==> config.mk <==
export PLATFORM = sky130hd
export DESIGN_NAME = usb_in_ep_arbiter
export DESIGN_NICKNAME = d
export VERILOG_FILES = /design/src/rtl/usb_in_ep_arbiter_pkg.sv /design/src/rtl/usb_in_ep_arbiter_rr_priority_picker.sv /design/src/rtl/usb_in_ep_arbiter.sv
export SDC_FILE = /design/constraint.sdc
export NUM_CORES = 1
export LEC_CHECK = 0
export CELL_PAD_IN_SITES_DETAIL_PLACEMENT = 2
export CELL_PAD_IN_SITES_GLOBAL_PLACEMENT = 2
export CORE_MARGIN = 4
export CORE_UTILIZATION = 18
export CTS_CLUSTER_DIAMETER = 50
export DETAILED_ROUTE_END_ITERATION = 6
export PLACE_DENSITY = 0.82
export RECOVER_POWER = 100
export SLEW_MARGIN = 30
export SYNTH_ARGS = -nofsm -noshare
export SYNTH_HDL_FRONTEND = slang
export SYNTH_SLANG_ARGS = --single-unit
==> constraint.sdc <==
create_clock -name clk -period 2.2 [get_ports clk]
set_clock_uncertainty 0.1 [all_clocks]
set_input_delay 0.33 -clock clk [delete_from_list [all_inputs] [get_ports clk]]
set_output_delay 0.33 -clock clk [all_outputs]
set_load 0.005 [all_outputs]
==> src/rtl/usb_in_ep_arbiter_pkg.sv <==
// Shared definitions for the USB IN endpoint arbiter: FSM encoding and
// the fixed endpoint index of each IN source.
package usb_in_ep_arbiter_pkg;

  typedef enum logic [1:0] {
    ARB_IDLE    = 2'd0,
    ARB_GRANT   = 2'd1,
    ARB_RELEASE = 2'd2
  } arb_state_t;

  localparam int EP_IDX_CTRL       = 0;
  localparam int EP_IDX_CDC_TX     = 1;
  localparam int EP_IDX_CDC_NOTIFY = 2;

endpackage

==> src/rtl/usb_in_ep_arbiter_rr_priority_picker.sv <==
// Combinational round-robin picker: first requester at or after rr_ptr,
// searching upward modulo NUM_EP. Shared with the OUT-side arbiter.
module rr_priority_picker
  import usb_in_ep_arbiter_pkg::*;
#(
  parameter int NUM_EP = 3,
  parameter int IDX_W  = 2
) (
  input  logic [NUM_EP-1:0] req,
  input  logic [IDX_W-1:0]  rr_ptr,
  output logic [IDX_W-1:0]  winner,
  output logic              valid
);

  localparam logic [IDX_W:0] NUM_EP_W = (IDX_W+1)'(NUM_EP);

  logic [IDX_W:0]   raw_s;
  logic [IDX_W-1:0] idx_s;

  // Scan from the farthest slot down so the closest requester is written last.
  always_comb begin
    winner = '0;
    valid  = 1'b0;
    raw_s  = '0;
    idx_s  = '0;
    for (int k = NUM_EP - 1; k >= 0; k--) begin
      raw_s  = {1'b0, rr_ptr} + (IDX_W+1)'(k);
      raw_s  = (raw_s >= NUM_EP_W) ? (raw_s - NUM_EP_W) : raw_s;
      idx_s  = raw_s[IDX_W-1:0];
      winner = req[idx_s] ? idx_s : winner;
      valid  = req[idx_s] | valid;
    end
  end

endmodule

==> src/rtl/usb_in_ep_arbiter.sv <==
// Round-robin arbiter sharing the USB IN packet buffer port between IN
// endpoint sources; grants are held for a whole packet.
module usb_in_ep_arbiter
  import usb_in_ep_arbiter_pkg::*;
#(
  parameter int NUM_EP = 3,
  parameter int IDX_W  = 2
) (
  input  logic                  clk,
  input  logic                  reset_n,
  input  logic [NUM_EP-1:0]     ep_req,
  output logic [NUM_EP-1:0]     ep_grant,
  input  logic [NUM_EP-1:0]     ep_data_put,
  input  logic [8*NUM_EP-1:0]   ep_data,
  input  logic [NUM_EP-1:0]     ep_data_done,
  input  logic [NUM_EP-1:0]     ep_stall,
  output logic                  buf_data_put,
  output logic [7:0]            buf_data,
  output logic                  buf_data_done,
  output logic                  buf_stall,
  output logic [IDX_W-1:0]      owner,
  output logic                  busy,
  output logic                  proto_err
);

  arb_state_t        state_r;
  logic [NUM_EP-1:0] grant_r;
  logic [IDX_W-1:0]  owner_r;
  logic [IDX_W-1:0]  rr_ptr_r;
  logic              busy_r;
  logic              proto_err_r;

  logic [IDX_W-1:0]  pick_s;
  logic              pick_valid_s;
  logic              release_s;
  logic [IDX_W-1:0]  rr_next_s;
  logic [NUM_EP-1:0] owner_onehot_s;
  logic [NUM_EP-1:0] activity_s;
  logic              violation_s;

  rr_priority_picker #(
    .NUM_EP (NUM_EP),
    .IDX_W  (IDX_W)
  ) u_picker (
    .req    (ep_req),
    .rr_ptr (rr_ptr_r),
    .winner (pick_s),
    .valid  (pick_valid_s)
  );

  assign release_s      = ep_data_done[owner_r] | ep_stall[owner_r] | ~ep_req[owner_r];
  assign rr_next_s      = (owner_r == IDX_W'(NUM_EP - 1)) ? '0 : (owner_r + IDX_W'(1));
  assign owner_onehot_s = NUM_EP'(1) << owner_r;
  assign activity_s     = ep_data_put | ep_data_done | ep_stall;
  // Outside a grant nobody may legally drive the port, but pre-grant puts are simply dropped.
  assign violation_s    = busy_r & (|(activity_s & ~owner_onehot_s));

  // Arbitration FSM: grant, hold for one packet, one dead release cycle.
  always_ff @(posedge clk or negedge reset_n) begin
    if (!reset_n) begin
      state_r  <= ARB_IDLE;
      grant_r  <= '0;
      owner_r  <= '0;
      rr_ptr_r <= '0;
      busy_r   <= 1'b0;
    end else begin
      case (state_r)
        ARB_IDLE: begin
          if (pick_valid_s) begin
            state_r <= ARB_GRANT;
            grant_r <= NUM_EP'(1) << pick_s;
            owner_r <= pick_s;
            busy_r  <= 1'b1;
          end
        end
        ARB_GRANT: begin
          if (release_s) begin
            state_r  <= ARB_RELEASE;
            grant_r  <= '0;
            busy_r   <= 1'b0;
            rr_ptr_r <= rr_next_s;
          end
        end
        ARB_RELEASE: begin
          state_r <= ARB_IDLE;
          grant_r <= '0;
          busy_r  <= 1'b0;
        end
        default: begin
          state_r <= ARB_IDLE;
          grant_r <= '0;
          busy_r  <= 1'b0;
        end
      endcase
    end
  end

  // Sticky protocol-violation flag, cleared only by reset.
  always_ff @(posedge clk or negedge reset_n) begin
    if (!reset_n) begin
      proto_err_r <= 1'b0;
    end else if (violation_s) begin
      proto_err_r <= 1'b1;
    end
  end

  // Zero-latency mux of the owner's handshake onto the buffer port.
  always_comb begin
    buf_data_put  = 1'b0;
    buf_data      = 8'h00;
    buf_data_done = 1'b0;
    buf_stall     = 1'b0;
    if (busy_r) begin
      buf_data_put  = ep_data_put[owner_r];
      buf_data      = ep_data[{owner_r, 3'b000} +: 8];
      buf_data_done = ep_data_done[owner_r];
      buf_stall     = ep_stall[owner_r];
    end else begin
      buf_data_put  = 1'b0;
      buf_data      = 8'h00;
      buf_data_done = 1'b0;
      buf_stall     = 1'b0;
    end
  end

  assign ep_grant  = grant_r;
  assign owner     = owner_r;
  assign busy      = busy_r;
  assign proto_err = proto_err_r;

endmodule

==> reports/metrics.cfg <==
[clock_tree]
ctsHoldBuffers = 0
cts_buffers = 3
clkTransAtPathRegs_ns = 0.05
cts_tree = done
clock-root-buffer = clkbuf_8
clockBufferDepth = 2
clock_latency_ns = 0.25
clock_sinks = 10
cts_htree_levels = 1

[placement]
place_hpwl_um = 3462
dp_worst_setup_slack_ns = -0.05481
place_inst = 251
gp_congestion = 0.7515
placed_area_um2 = 1670
io_buffers = 55

[cells_and_area]
final_common_cell = clkdlybuf4s50_1
stdcell_area_um2 = 1851
synthToLayoutAreaGrowth_pct = 88.65
antennaDiodeCount = 0
post-route-util = 0.3555
mostFrequentLayoutCells = 39 x clkdlybuf4s50_1, 22 x nor2_1, 20 x buf_4
nets = 240
instances_no_fill = 268
drive_gt1_frac = 0.1869

[die]
fp.dieW_um = 81.82
die_h_um = 81.82
num_rows = 26
dieArea_um2 = 6695
coreArea_um2 = 5205
boundaryPins = 56
initial_core_util = 0.1885

[timing]
setup_viol = 0
max_freq_mhz = 458.3
final-hold-violation-count = 0
fin_crit_sh = 0.9919
period_needed_ns = 2.182
slew-limit-headroom = 0.6857
holdWs_ns = 0.3732
worstMarginPinSlew_ns = 0.4699
setup_tns_ns = 0
maxSlewViolCount = 0
worst_slack_ns = 0.01782

[power]
p_leak_nw = 0.8805
max-vdd-ir-drop_mv = 0.4379
power_mw = 2.288
powerDensity_nw_per_um2 = 1236

[setup_path]
crit_path_start_kind = flop
r2r-start = owner[0]$_DFFE_PN0P_
cp_num_buf_inv = 2
cp-end-kind = primary output
cp_top_family = buffers and inverters
crit_fanout = 6
crit_type = flop to primary output
slowest_delay_ns = 0.52
crit_required_ns = 1.77
cp_cell_sequence = buf_12 -> mux2i_1 -> nor2_1 -> a21oi_1 -> nor2_1 -> clkdlybuf4s50_1
arrival_ns = 1.75
critPathLaunch = owner[0]$_DFFE_PN0P_
path_common_cell = nor2_1
crit_slowest_cell = clkdlybuf4s50_1

[synthesis]
synthCells = 122
syn-cell-area_um2 = 980.9
ys_warn_count = 0
yosysSeqAreaShare = 0.2551
avgSynthCellArea_um2 = 8.041
ys_ff_latch = 10
synth_cell_types = 38
synth_nets = 163

[routing]
ant_nets = 0
drtIter0Drc = 35
wl_um = 4778
drc_errors = 0
wl_per_cell_um = 17.83
dr.pass1.iters = 3
vias = 1211
routed_via_density = 4.519

[grt]
grt_use_total = 0.1347
overflow = 0
grt_max_degree = 17
grt_pass1_wl_um = 6699
first_global_vias = 1285
antenna_found_initial = 0

[job]
cap_viol_max_count = 0

[outcome]
outcome = complete, no violations

[min_path]
hold_class = input port to async pin

==> sequential cells by signal, indices dropped and copies added (netlist names) <==
name	flops
ep_grant	3
owner	2
proto_err	1
rr_ptr_r	2
state_r	2
==> cells in the mapped netlist <==
cell | number | share of area
nand2b_1 | 2 | 0.013
o22ai_1 | 4 | 0.026
and2_1 | 2 | 0.013
o22a_1 | 2 | 0.018
buf_2 | 2 | 0.010
o2bb2ai_1 | 2 | 0.018
o31a_1 | 1 | 0.0089
ha_1 | 3 | 0.038
o21ai_0 | 3 | 0.015
a21boi_0 | 1 | 0.0077
a31oi_1 | 1 | 0.0064
o221a_2 | 1 | 0.011
or4b_1 | 1 | 0.010
mux2_4 | 2 | 0.031
nand2_1 | 7 | 0.027
nor2_1 | 22 | 0.084
a21oi_1 | 11 | 0.056
a211o_1 | 1 | 0.0089
a2bb2oi_1 | 2 | 0.018
o31ai_2 | 1 | 0.013
nor2b_2 | 1 | 0.0089
dfrtp_1 | 10 | 0.26
nor2b_4 | 1 | 0.014
mux2_2 | 1 | 0.011
clkbuf_1 | 2 | 0.0077
nor3_1 | 3 | 0.015
buf_6 | 1 | 0.011
buf_4 | 1 | 0.0077
a22o_1 | 1 | 0.0089
inv_1 | 10 | 0.038
clkinv_1 | 1 | 0.0038
o21bai_1 | 1 | 0.0077
o32ai_1 | 1 | 0.0089
a211oi_2 | 1 | 0.013
nand3_1 | 1 | 0.0051
and3_1 | 1 | 0.0064
mux2i_1 | 13 | 0.13
or3_4 | 1 | 0.011
==> power breakdown <==
part / internal [mW] / switching [mW] / total, mW
clock network: 0.158 / 0.0829 / 0.241
logic: 0.923 / 0.781 / 1.70
registers: 0.264 / 0.0780 / 0.342
==> final timing paths <==
check | to | slack (ns) | depth (start not counted)
worst max-delay path | buf_data[2] | 0.02 | 6
worst min-delay path | state_r[1]$_DFFE_PN0P_ | 0.37 | 1
worst max register to register | rr_ptr_r[0]$_DFFE_PN0P_ | 0.14 | 7
worst min register to register | proto_err$_DFFE_PN0P_ | 0.40 | 1
max in group asynchronous | owner[0]$_DFFE_PN0P_ | 1.28 | 1
min in group clk | proto_err$_DFFE_PN0P_ | 0.40 | 1
==> kinds of logic (layout without fill, tap and decap cells) <==
logic type      Yosys count  in the layout  share of synthesized area
fa+ha+maj                 3              3                    0.03827
simple gates             42             42                     0.2079
compound gates           34             34                     0.2449
mux                      16             16                     0.1747
flops                    10             10                     0.2551
buf+inv                  17             93                    0.07909
==> what timing repair did <==
action / 4_1_cts / 5_1_grt
buffers inserted: 4 / 11
setup endpoints to repair: 10 / 14
gates resized for setup: 6 / 9
pin swaps: 2 / 4
==> cell type report <==
class	instances	area [µm²]
clock buffers	4	55.05
flip-flops and latches	10	251.5
repair buffers	78	748.2
fillers	601	3354
inverters	11	45.04
multi-input cells	95	663.1
well taps	70	87.58
==> routing by layer <==
metal | GRT usage | part of all wire | vias up
met2 | 0.2270 | 0.53 | 29
met4 | 0.04983 | 0.016 | 0
li1 | - | - | 583
met5 | 0 | 0 | -
met3 | 0.03838 | 0.055 | 6
met1 | 0.1617 | 0.40 | 593
No activity file was read; power rests on OpenSTA's default activity.
